[src/rtl/router_iact.sv]
// Activation router: streams one act_size*act_size burst from the GLB into the PE scratchpads.
// state | meaning
// IDLE  | no burst in flight, waiting for load_spad_ctrl
// READ  | issuing one GLB read per cycle, addresses A_READ_ADDR upward
module router_iact #(
  parameter int DATA_BITWIDTH      = 16,
  parameter int ADDR_BITWIDTH_GLB  = 10,
  parameter int ADDR_BITWIDTH_SPAD = 9,
  parameter int kernel_size        = 3,
  parameter int act_size           = 5,
  parameter int A_READ_ADDR        = 0,
  parameter int A_LOAD_ADDR        = 100
) (
  input  logic                         clk,
  input  logic                         reset,
  input  logic                         load_spad_ctrl,
  input  logic [DATA_BITWIDTH-1:0]     r_data_glb_iact,
  output logic                         read_req_glb_iact,
  output logic [ADDR_BITWIDTH_GLB-1:0] r_addr_glb_iact,
  output logic [DATA_BITWIDTH-1:0]     w_data_spad,
  output logic                         load_en_spad
);

  localparam int BURST_LEN = act_size * act_size;
  localparam int CNT_W     = $clog2(BURST_LEN + 1);

  localparam logic [CNT_W-1:0]             LAST_IDX  = CNT_W'(BURST_LEN - 1);
  localparam logic [ADDR_BITWIDTH_GLB-1:0] BASE_ADDR = ADDR_BITWIDTH_GLB'(A_READ_ADDR);

  localparam logic [0:0] IDLE = 1'b0;
  localparam logic [0:0] READ = 1'b1;

  // Integration-only parameters are sanity-checked at elaboration.
  if (kernel_size < 1 || act_size < 1 || ADDR_BITWIDTH_SPAD < 1 || A_LOAD_ADDR < 0) begin : g_bad_param
    $error("router_iact: invalid parameter set");
  end

  logic [0:0]       state;
  logic [CNT_W-1:0] cnt;

  always_ff @(posedge clk) begin
    if (reset) begin
      state             <= IDLE;
      cnt               <= '0;
      read_req_glb_iact <= 1'b0;
      r_addr_glb_iact   <= '0;
      load_en_spad      <= 1'b0;
    end else begin
      load_en_spad <= read_req_glb_iact;
      case (state)
        IDLE: begin
          if (load_spad_ctrl) begin
            state             <= READ;
            cnt               <= '0;
            read_req_glb_iact <= 1'b1;
            r_addr_glb_iact   <= BASE_ADDR;
          end
        end
        READ: begin
          // cnt tracks the index of the request currently on the bus.
          if (cnt == LAST_IDX) begin
            state             <= IDLE;
            read_req_glb_iact <= 1'b0;
          end else begin
            cnt               <= cnt + 1'b1;
            read_req_glb_iact <= 1'b1;
            r_addr_glb_iact   <= r_addr_glb_iact + 1'b1;
          end
        end
        default: begin
          state             <= IDLE;
          read_req_glb_iact <= 1'b0;
        end
      endcase
    end
  end

  assign w_data_spad = load_en_spad ? r_data_glb_iact : '0;

endmodule

[config.mk]
export PLATFORM = sky130hd
export DESIGN_NAME = router_iact
export DESIGN_NICKNAME = d
export VERILOG_FILES = /design/src/rtl/router_iact.sv
export SDC_FILE = /design/constraint.sdc
export NUM_CORES = 1
export LEC_CHECK = 0
export BUFFER_PORTS_ARGS = -buffer_cell sky130_fd_sc_hd__buf_2
export CORE_MARGIN = 2
export CORE_UTILIZATION = 40
export CTS_CLUSTER_SIZE = 24
export DETAILED_ROUTE_END_ITERATION = 16
export GPL_ROUTABILITY_DRIVEN = 0
export PLACE_DENSITY = 0.75
export SLEW_MARGIN = 0
export SYNTH_ARGS = -nofsm -noshare
export SYNTH_HDL_FRONTEND = slang
export SYNTH_SLANG_ARGS = --single-unit
export TNS_END_PERCENT = 30
[constraint.sdc]
create_clock -name clk -period 1.5 [get_ports clk]
set_input_delay 0.15 -clock clk [delete_from_list [all_inputs] [get_ports clk]]
set_output_delay 0.15 -clock clk [all_outputs]
set_load 0.02 [all_outputs]
Word-level counts from Yosys, hierarchy flattened:

Cells that the tools add are included.

* $add $sub $neg: 2
* equal/unequal tests: 3
* mux-type cells: 12
* bitwise operators: 1
* reduce and logical (&&, ||, !) cells: 1

Operators with widths (count)
* $mux 10: 2
* $pmux 10 s2: 1
* $mux 16: 1
* $add 10x1->10 const B: 1
* $mux 5: 2
* $pmux 5 s2: 1
* $add 5x1->5 const B: 1
* $eq 5x5->1 const B: 1
* $ne 2x2->1 const B: 2
* $pmux 1 s2: 2
* $mux 1: 3
* $reduce_and 2->1: 1
* $not 1->1: 1

* register bits: 18
* output and inout port bits: 28

Logic depth before layout (Yosys ltp):

Gate-level depths: netlist of the first run.

* depth in word-level cells: 3
* depth in mapped cells: 7
* gate-level depth less buffers: 6

Worst setup path before layout of the first run:

No wires, ideal clock.

* path type: flip-flop to flip-flop
* start: register cnt[0]
* end: register r_addr_glb_iact[6]
* library setup time: 128 ps
* arrival time: 1413 ps
* setup slack: -41 ps
* cell stages (with the launch flop): 8
* path buffers: 1
* period minus slack after synthesis: 1541 ps
* path through: dfxtp_1 inv_1 ha_1 and4b_4 buf_2 a211oi_1 xnor2_1 nor2_1

* word-level cells in the longest chain between the ends: 3

RTL lines
* from (decl): RTL line 39 `logic [CNT_W-1:0] cnt;`
* from (signal assigned): RTL line 65 `cnt <= cnt + 1'b1;`
* $eq 5x5->1: RTL line 61 `if (cnt == LAST_IDX) begin`
* $ne 2x2->1 (no source line)
* $reduce_and 2->1 (no source line)
* to (signal assigned): RTL line 67 `r_addr_glb_iact <= r_addr_glb_iact + 1'b1;`
* to (decl): RTL line 19 `output logic [ADDR_BITWIDTH_GLB-1:0] r_addr_glb_iact,`

Every way passes these cells.
A chain may end at the register's enable or synchronous reset.

Worst setup path in the final report of the first run:

* start: register cnt[1]
* end: register r_addr_glb_iact[8]

Same word-level chain as after synthesis.

==> results of run 1 <==
==> layout make-up <==
type	instances	area (sq um)	share of cell area (%)
sequential	18	364	27.7
tap	28	35.0	2.66
timing repair buffer	53	283	21.5
inverter	8	30.0	2.28
clock buffer	4	36.3	2.76
multi-input combinational	78	567	43.1
==> cells by family after synthesis <==
family | share of synthesized area, %
DFF | 39.2
and+or+nand+nor | 23.6
adders and majority gates | 4.09
AOI/OAI and AO/OA | 19.1
xor gates and xnor gates | 8.58
buffers and inverters | 5.45
==> path summary, 6_finish.rpt <==
| check | from | slack, ps | endpoint |
|---|---|---|---|
| setup / recovery | cnt[1] | 50 | r_addr_glb_iact[8] |
| hold / removal | reset | 120 | r_addr_glb_iact[0] |
| setup reg to reg | cnt[1] | 50 | r_addr_glb_iact[8] |
| hold reg to reg | read_req_glb_iact | 470 | read_req_glb_iact |
==> per-stage QoR <==
step | std cells | TNS (ps) | hold slack [ps] | area (sq um)
2_1_floorplan | 108 | -281 | 344 | 918
5_1_grt | 189 | -43.4 | 123 | 1320
3_3_place_gp | 184 | 0 | 418 | 1220
4_1_cts | 188 | 0 | 116 | 1280
6_report | 189 | 0 | 119 | 1320
3_5_place_dp | 184 | -108 | 432 | 1220
==> placed cells by master, fill, tap and decap left out, types with 3 or more instances in the layout <==
cell type / n
dfxtp_2: 3
a21o_1: 3
xnor2_1: 7
buf_4: 7
dfxtp_1: 15
a21oi_1: 7
nor2_1: 16
clkbuf_4: 3
buf_2: 46
inv_1: 6
nand2_1: 3
and2_1: 16
nor3_1: 3
o2111ai_1: 3
==> routing by layer <==
metal,GRT usage [%],vias up
met4,6.58,0
met1,19.1,423
li1,-,475
met3,2.01,4
met5,0,-
met2,28.1,43
==> repair_timing <==
item,in CTS,in global routing
endpoints found under the setup margin,2,11
gates resized for setup,3,8
pin swaps,3,5
gates cloned,0,1
==> power by group <==
group          internal, uW  switching, uW  leakage (uW)
logic                  63.5           86.2      0.000425
registers               490           12.3      0.000148
clock network           148            144     0.0000210
==> state kept, by name, summed over array words and instances (netlist names) <==
name,count
r_addr_glb_iact,10
state,1
read_req_glb_iact,1
load_en_spad,1
cnt,5
==> metrics.md, run 1 <==
| Metric | Value |
|---|---|
| Final Hold Viols | 0 |
| Via Count | 945 |
| Antenna Nets Post-Route | 0 |
| WL met3 | 163 microns |
| Worst VDD drop | 0.470 mV |
| Leak Pwr | 0.000594 uW |
| WL final | 2240 microns |
| Mapped Nets | 130 |
| CP Data Required Time | 1680 ps |
| ANT cells | 0 |
| Core area | 0.00219 sq mm |
| First-pass GRT wire length | 3210 microns |
| I/O pin total | 47 |
| Worst path bufs/invs | 1 |
| Fmax | 0.690 GHz |
| Worst-path clk slew | 100 ps |
| DRT Pass-1 Iters | 4 |
| TritonCTS buffer count | 3 |
| Synth warnings | 0 |
| Total GRT Usage | 15.8% |
| Hold WC Path Type | in2reg |
| Critical setup path kind | reg2reg |
| Tmin final | 1450 ps |
| Wire length per cell | 11.8 microns |
| Worst path max stage delay | 350 ps |
| Top-count cell post-synth | dfxtp_1 |
| Via density | 5.00 |
| Slew Limit Fails | 0 |
| # setup viols final | 0 |
| Core Rows | 17 |
| Worst path slowest cell | dfxtp_2 |
| Clock Latency Late Sink | 290 ps |
| Max-cap violations | 0 |
| Max transition margin | 66.6% |
| Post-Syn Area | 918 sq um |
| #FFs+latches synth | 18 |
| Worst slew pin tran | 499 ps |
| Root buf cell | clkbuf_4 |
| Layout cells sized above 1 | 42.9% |
| Hold buffer count at CTS | 0 |
| FILL cells | 186 |
| Starting Density | 41.9% |
| Die X-Extent | 51.9 microns |
| Synth cell count leaders | dfxtp_1 (18), and2_1 (16), nor2_1 (16) |
| Biggest area consumer among synthesized cells | dfxtp_1 |
| Port bufs | 46 |
| Ys flop type | dfxtp_1 |
| Largest net degree at the start of global routing | 18 |
| Clock Skew | 1.45 ps |
| Pre-CTS WS | -90.9 ps |
| Final setup margin | 50.9 ps |
| Top routing layer in use | met4 |
| CTS max path bufs | 2 |
| CP Data Arrival Time | 1630 ps |
| M1 wire length | 964 microns |
| CTS tree | built |
| Pwr Total | 944 uW |
| Finished Core Util | 60.0% |
| Yosys top cell area share | 39.2% |
| CP Cell Sequence | inv_2, ha_4, and4b_4, a2111oi_4, xnor2_1, nor2_1 |
| Cell family with most CP delay | flip-flops |
| Worst R2R Path Depth | 6 |
| DR iter-0 viols | 30 |
| Number of H-tree levels | 1 |
| Status | completed |
| Initial antenna violation count | 0 |
| Count of cell types in the netlist | 22 |
| Ys async rst share | 0% |
| Area contributors post-synth | dfxtp_1 (39%), and2_1 (11%), xnor2_1 (6.7%) |
| Levels on crit path | 6 |
| Post-CTS setup buffer count | 0 |
| Dpl hpwl | 1690 microns |
| RSZ-0062 raised after global routing | true |
| Vias in the first global route | 778 |
| Net count, final | 184 |
| CP startpoint kind | register |
| Die H | 51.9 microns |
| Die area | 0.00270 sq mm |
| P per Cell Area | 718 mW/mm^2 |
| Largest fanout on the critical path | 5 |
| Worst setup EP type | register |
| Global route overflow | 0 |
| Hold depth | 2 |
| Seq/Total Area, Yosys | 39.2% |
| Syn_area_per_cell | 8.50 sq um |
| Syn-to-layout area delta | 43.2% |
| EDFF count, synth | 0 |
| Sink Count | 18 |
| Final worst path period share | 96.6% |
| DRC violations left | 0 |
| Routed wl met2 | 1090 microns |
| Synthesized instance count | 108 |
No activity file was read; power rests on OpenSTA's default activity.
==> run 2, diff against run 1 <==
RECOVER_POWER = 25   (was unset)
clock period = 1.17 ns   (was 1.5 ns; I/O delays follow)
==> run 2 against run 1 <==
Net effect: the run now ends with negative setup slack left; setup slack worse by 270 ps; first-iteration DRC count fell by 50%; sequential power increased by 28%; clock power grew 14%; clock skew is 0.79 ps higher; worst hold slack got worse by 70 ps; die area is the same.
==> metrics.md, run 2 (synthesized netlist as in run 1, its figures left out) <==
| Metric | Value |
|---|---|
| Dpl hpwl | 1760 microns (+4.0%) |
| Antenna Nets Post-Route | 0 (unchanged) |
| Initial antenna violation count | 0 (unchanged) |
| Net count, final | 195 (+6.0%) |
| Via Count | 1000 (+5.8%) |
| Biggest regs | r_addr_glb_iact x10, cnt x5 |
| Clock Skew | 2.24 ps (+0.787 ps) |
| Worst-path clk slew | 100 ps (about the same) |
| WL final | 2440 microns (+9.2%) |
| Failing checks | negative setup slack |
| DRT Pass-1 Iters | 4 (unchanged) |
| Final worst path period share | 118% (+22 points) |
| Port bufs | 46 (unchanged) |
| Most frequent cells in the layout | buf_4 (30), buf_2 (29), and2_1 (16) |
| CTS tree | built |
| Finished Core Util | 68.2% (+8.2 points) |
| Worst path slowest cell | dfxtp_2 |
| Fmax | 0.722 GHz (+4.6%) |
| Syn-to-layout area delta | 62.7% |
| Layout cells sized above 1 | 50.0% (+7.1 points) |
| ANT cells | 0 (unchanged) |
| CTS max path bufs | 2 (unchanged) |
| Worst path bufs/invs | 1 (unchanged) |
| Routed wl met2 | 1160 microns (+6.3%) |
| Largest net degree at the start of global routing | 18 (unchanged) |
| Final setup margin | -216 ps (-267 ps) |
| Sink Count | 18 (unchanged) |
| Leak Pwr | 0.000643 uW (+8.3%) |
| TritonCTS buffer count | 3 (unchanged) |
| Worst path max stage delay | 350 ps (about the same) |
| Commonest non-fill, non-tap cell in the layout | buf_4 |
| Core area | 0.00219 sq mm (unchanged) |
| Clock Latency Late Sink | 300 ps (about the same) |
| Max transition margin | 67.2% (+0.62 points) |
| Tmin final | 1390 ps (-63.4 ps) |
| Slew Limit Fails | 0 (unchanged) |
| Max-cap violations | 0 (unchanged) |
| Root buf cell | clkbuf_4 |
| Largest register FFs | 10 (unchanged) |
| Biggest register | r_addr_glb_iact |
| Top routing layer in use | met4 |
| Die X-Extent | 51.9 microns (unchanged) |
| DRC violations left | 0 (unchanged) |
| Setup TNS | -2430 ps (-2430 ps) |
| DR iter-0 viols | 15 (-50%) |
| Core Rows | 17 (unchanged) |
| Starting Density | 41.9% (unchanged) |
| Total GRT Usage | 19.0% (+3.2 points) |
| Worst setup EP type | register |
| Global route overflow | 0 (unchanged) |
| I/O pin total | 47 (unchanged) |
| FILL cells | 166 (-11%) |
| CP Data Arrival Time | 1590 ps (-40 ps) |
| Status | finished, violations left |
| Cell family with most CP delay | flip-flops |
| Die H | 51.9 microns (unchanged) |
| RSZ-0062 raised after global routing | true |
| Largest fanout on the critical path | 5 (unchanged) |
| # setup viols final | 17 (+17) |
| Worst VDD drop | 0.764 mV (+63%) |
| Final Hold Viols | 0 (unchanged) |
| CP startpoint kind | register |
| P per Cell Area | 814 mW/mm^2 (+13%) |
| First-pass GRT wire length | 3800 microns (+18%) |
| Critical setup path kind | reg2reg |
| Die area | 0.00270 sq mm (unchanged) |
| Worst slew pin tran | 492 ps (-7.55 ps) |
| Number of H-tree levels | 1 (unchanged) |
| M1 wire length | 1030 microns (+7.3%) |
| WL met3 | 209 microns (+28%) |
| CP Cell Sequence | inv_2, ha_4, and4b_4, a2111oi_4, xnor2_1, nor2_1 |
| CP Data Required Time | 1370 ps (-310 ps) |
| Hold WC Path Type | in2reg |
| Hold buffer count at CTS | 0 (unchanged) |
| Vias in the first global route | 925 (+19%) |
| Via density | 5.00 (unchanged) |
| Wire length per cell | 12.2 microns (+3.2%) |
[run 2: changes by cell type in the layout (fill, tap and decap cells not counted), sizes merged]
cell / change
buf: +8
clkbuf: +3
[run 2: path summary, 6_finish.rpt]
check	startpoint	end	slack [ps]	cells past startpoint
worst min register to register	read_req_glb_iact	read_req_glb_iact	470	2
worst min-delay path	reset	r_addr_glb_iact[1]	50	2
worst max register to register	cnt[1]	r_addr_glb_iact[8]	-220	6
worst max-delay path	cnt[1]	r_addr_glb_iact[8]	-220	6
[run 2: final cells by class]
type                    count  area, sq um  share of cell area [%]
multi-input cells          78          603                    40.4
repair buffers             64          422                    28.2
flip-flops and latches     18          378                    25.3
well taps                  28         35.0                    2.35
inverters                   8         30.0                    2.01
clock buffers               4         26.3                    1.76
[run 2: per-layer routing]
layer  global-route usage (%)  vias to the layer above
met2                     34.2                       45
met4                     9.65                        0
li1                         -                      497
met1                     21.3                      453
met5                        0                        -
met3                     3.16                        5
[run 2: per-stage QoR]
step                      setup slack [ps]  std cells  instance area (sq um)  total power, uW  hold slack (ps)
after CTS                             -224        200                   1450             1210             58.7
after detailed placement              -321        194                   1360              867              388
final                                 -216        200                   1490             1220             49.4
after global placement                -261        194                   1360              863              386
after global routing                  -292        200                   1490             1270             72.1
after floorplan                       -277        108                    980              765              311
[run 2: what timing repair did]
item                                    in CTS  in global routing
resized for setup                           11                 18
pin swaps                                   15                  3
endpoints found under the setup margin      34                 31
setup buffers                                1                  0
cloned                                       1                  0
[run 2: power breakdown]
group          switching (uW)  total, uW  internal, uW
clock                     199        332           133
combinational             124        243           118
sequential               17.3        641           624
total                     341       1220           875
[run 2: worst register-to-register path: cells and delay by family, from the launching register on]
family                   cells  cell delay (ps)
buffers and inverters        1               50
AO/OA/AOI/OAI                1              320
AND/OR/NAND/NOR              2              270
flip-flops                   1              350
XOR/XNOR                     1              160
adder cells (fa/ha/maj)      1              150
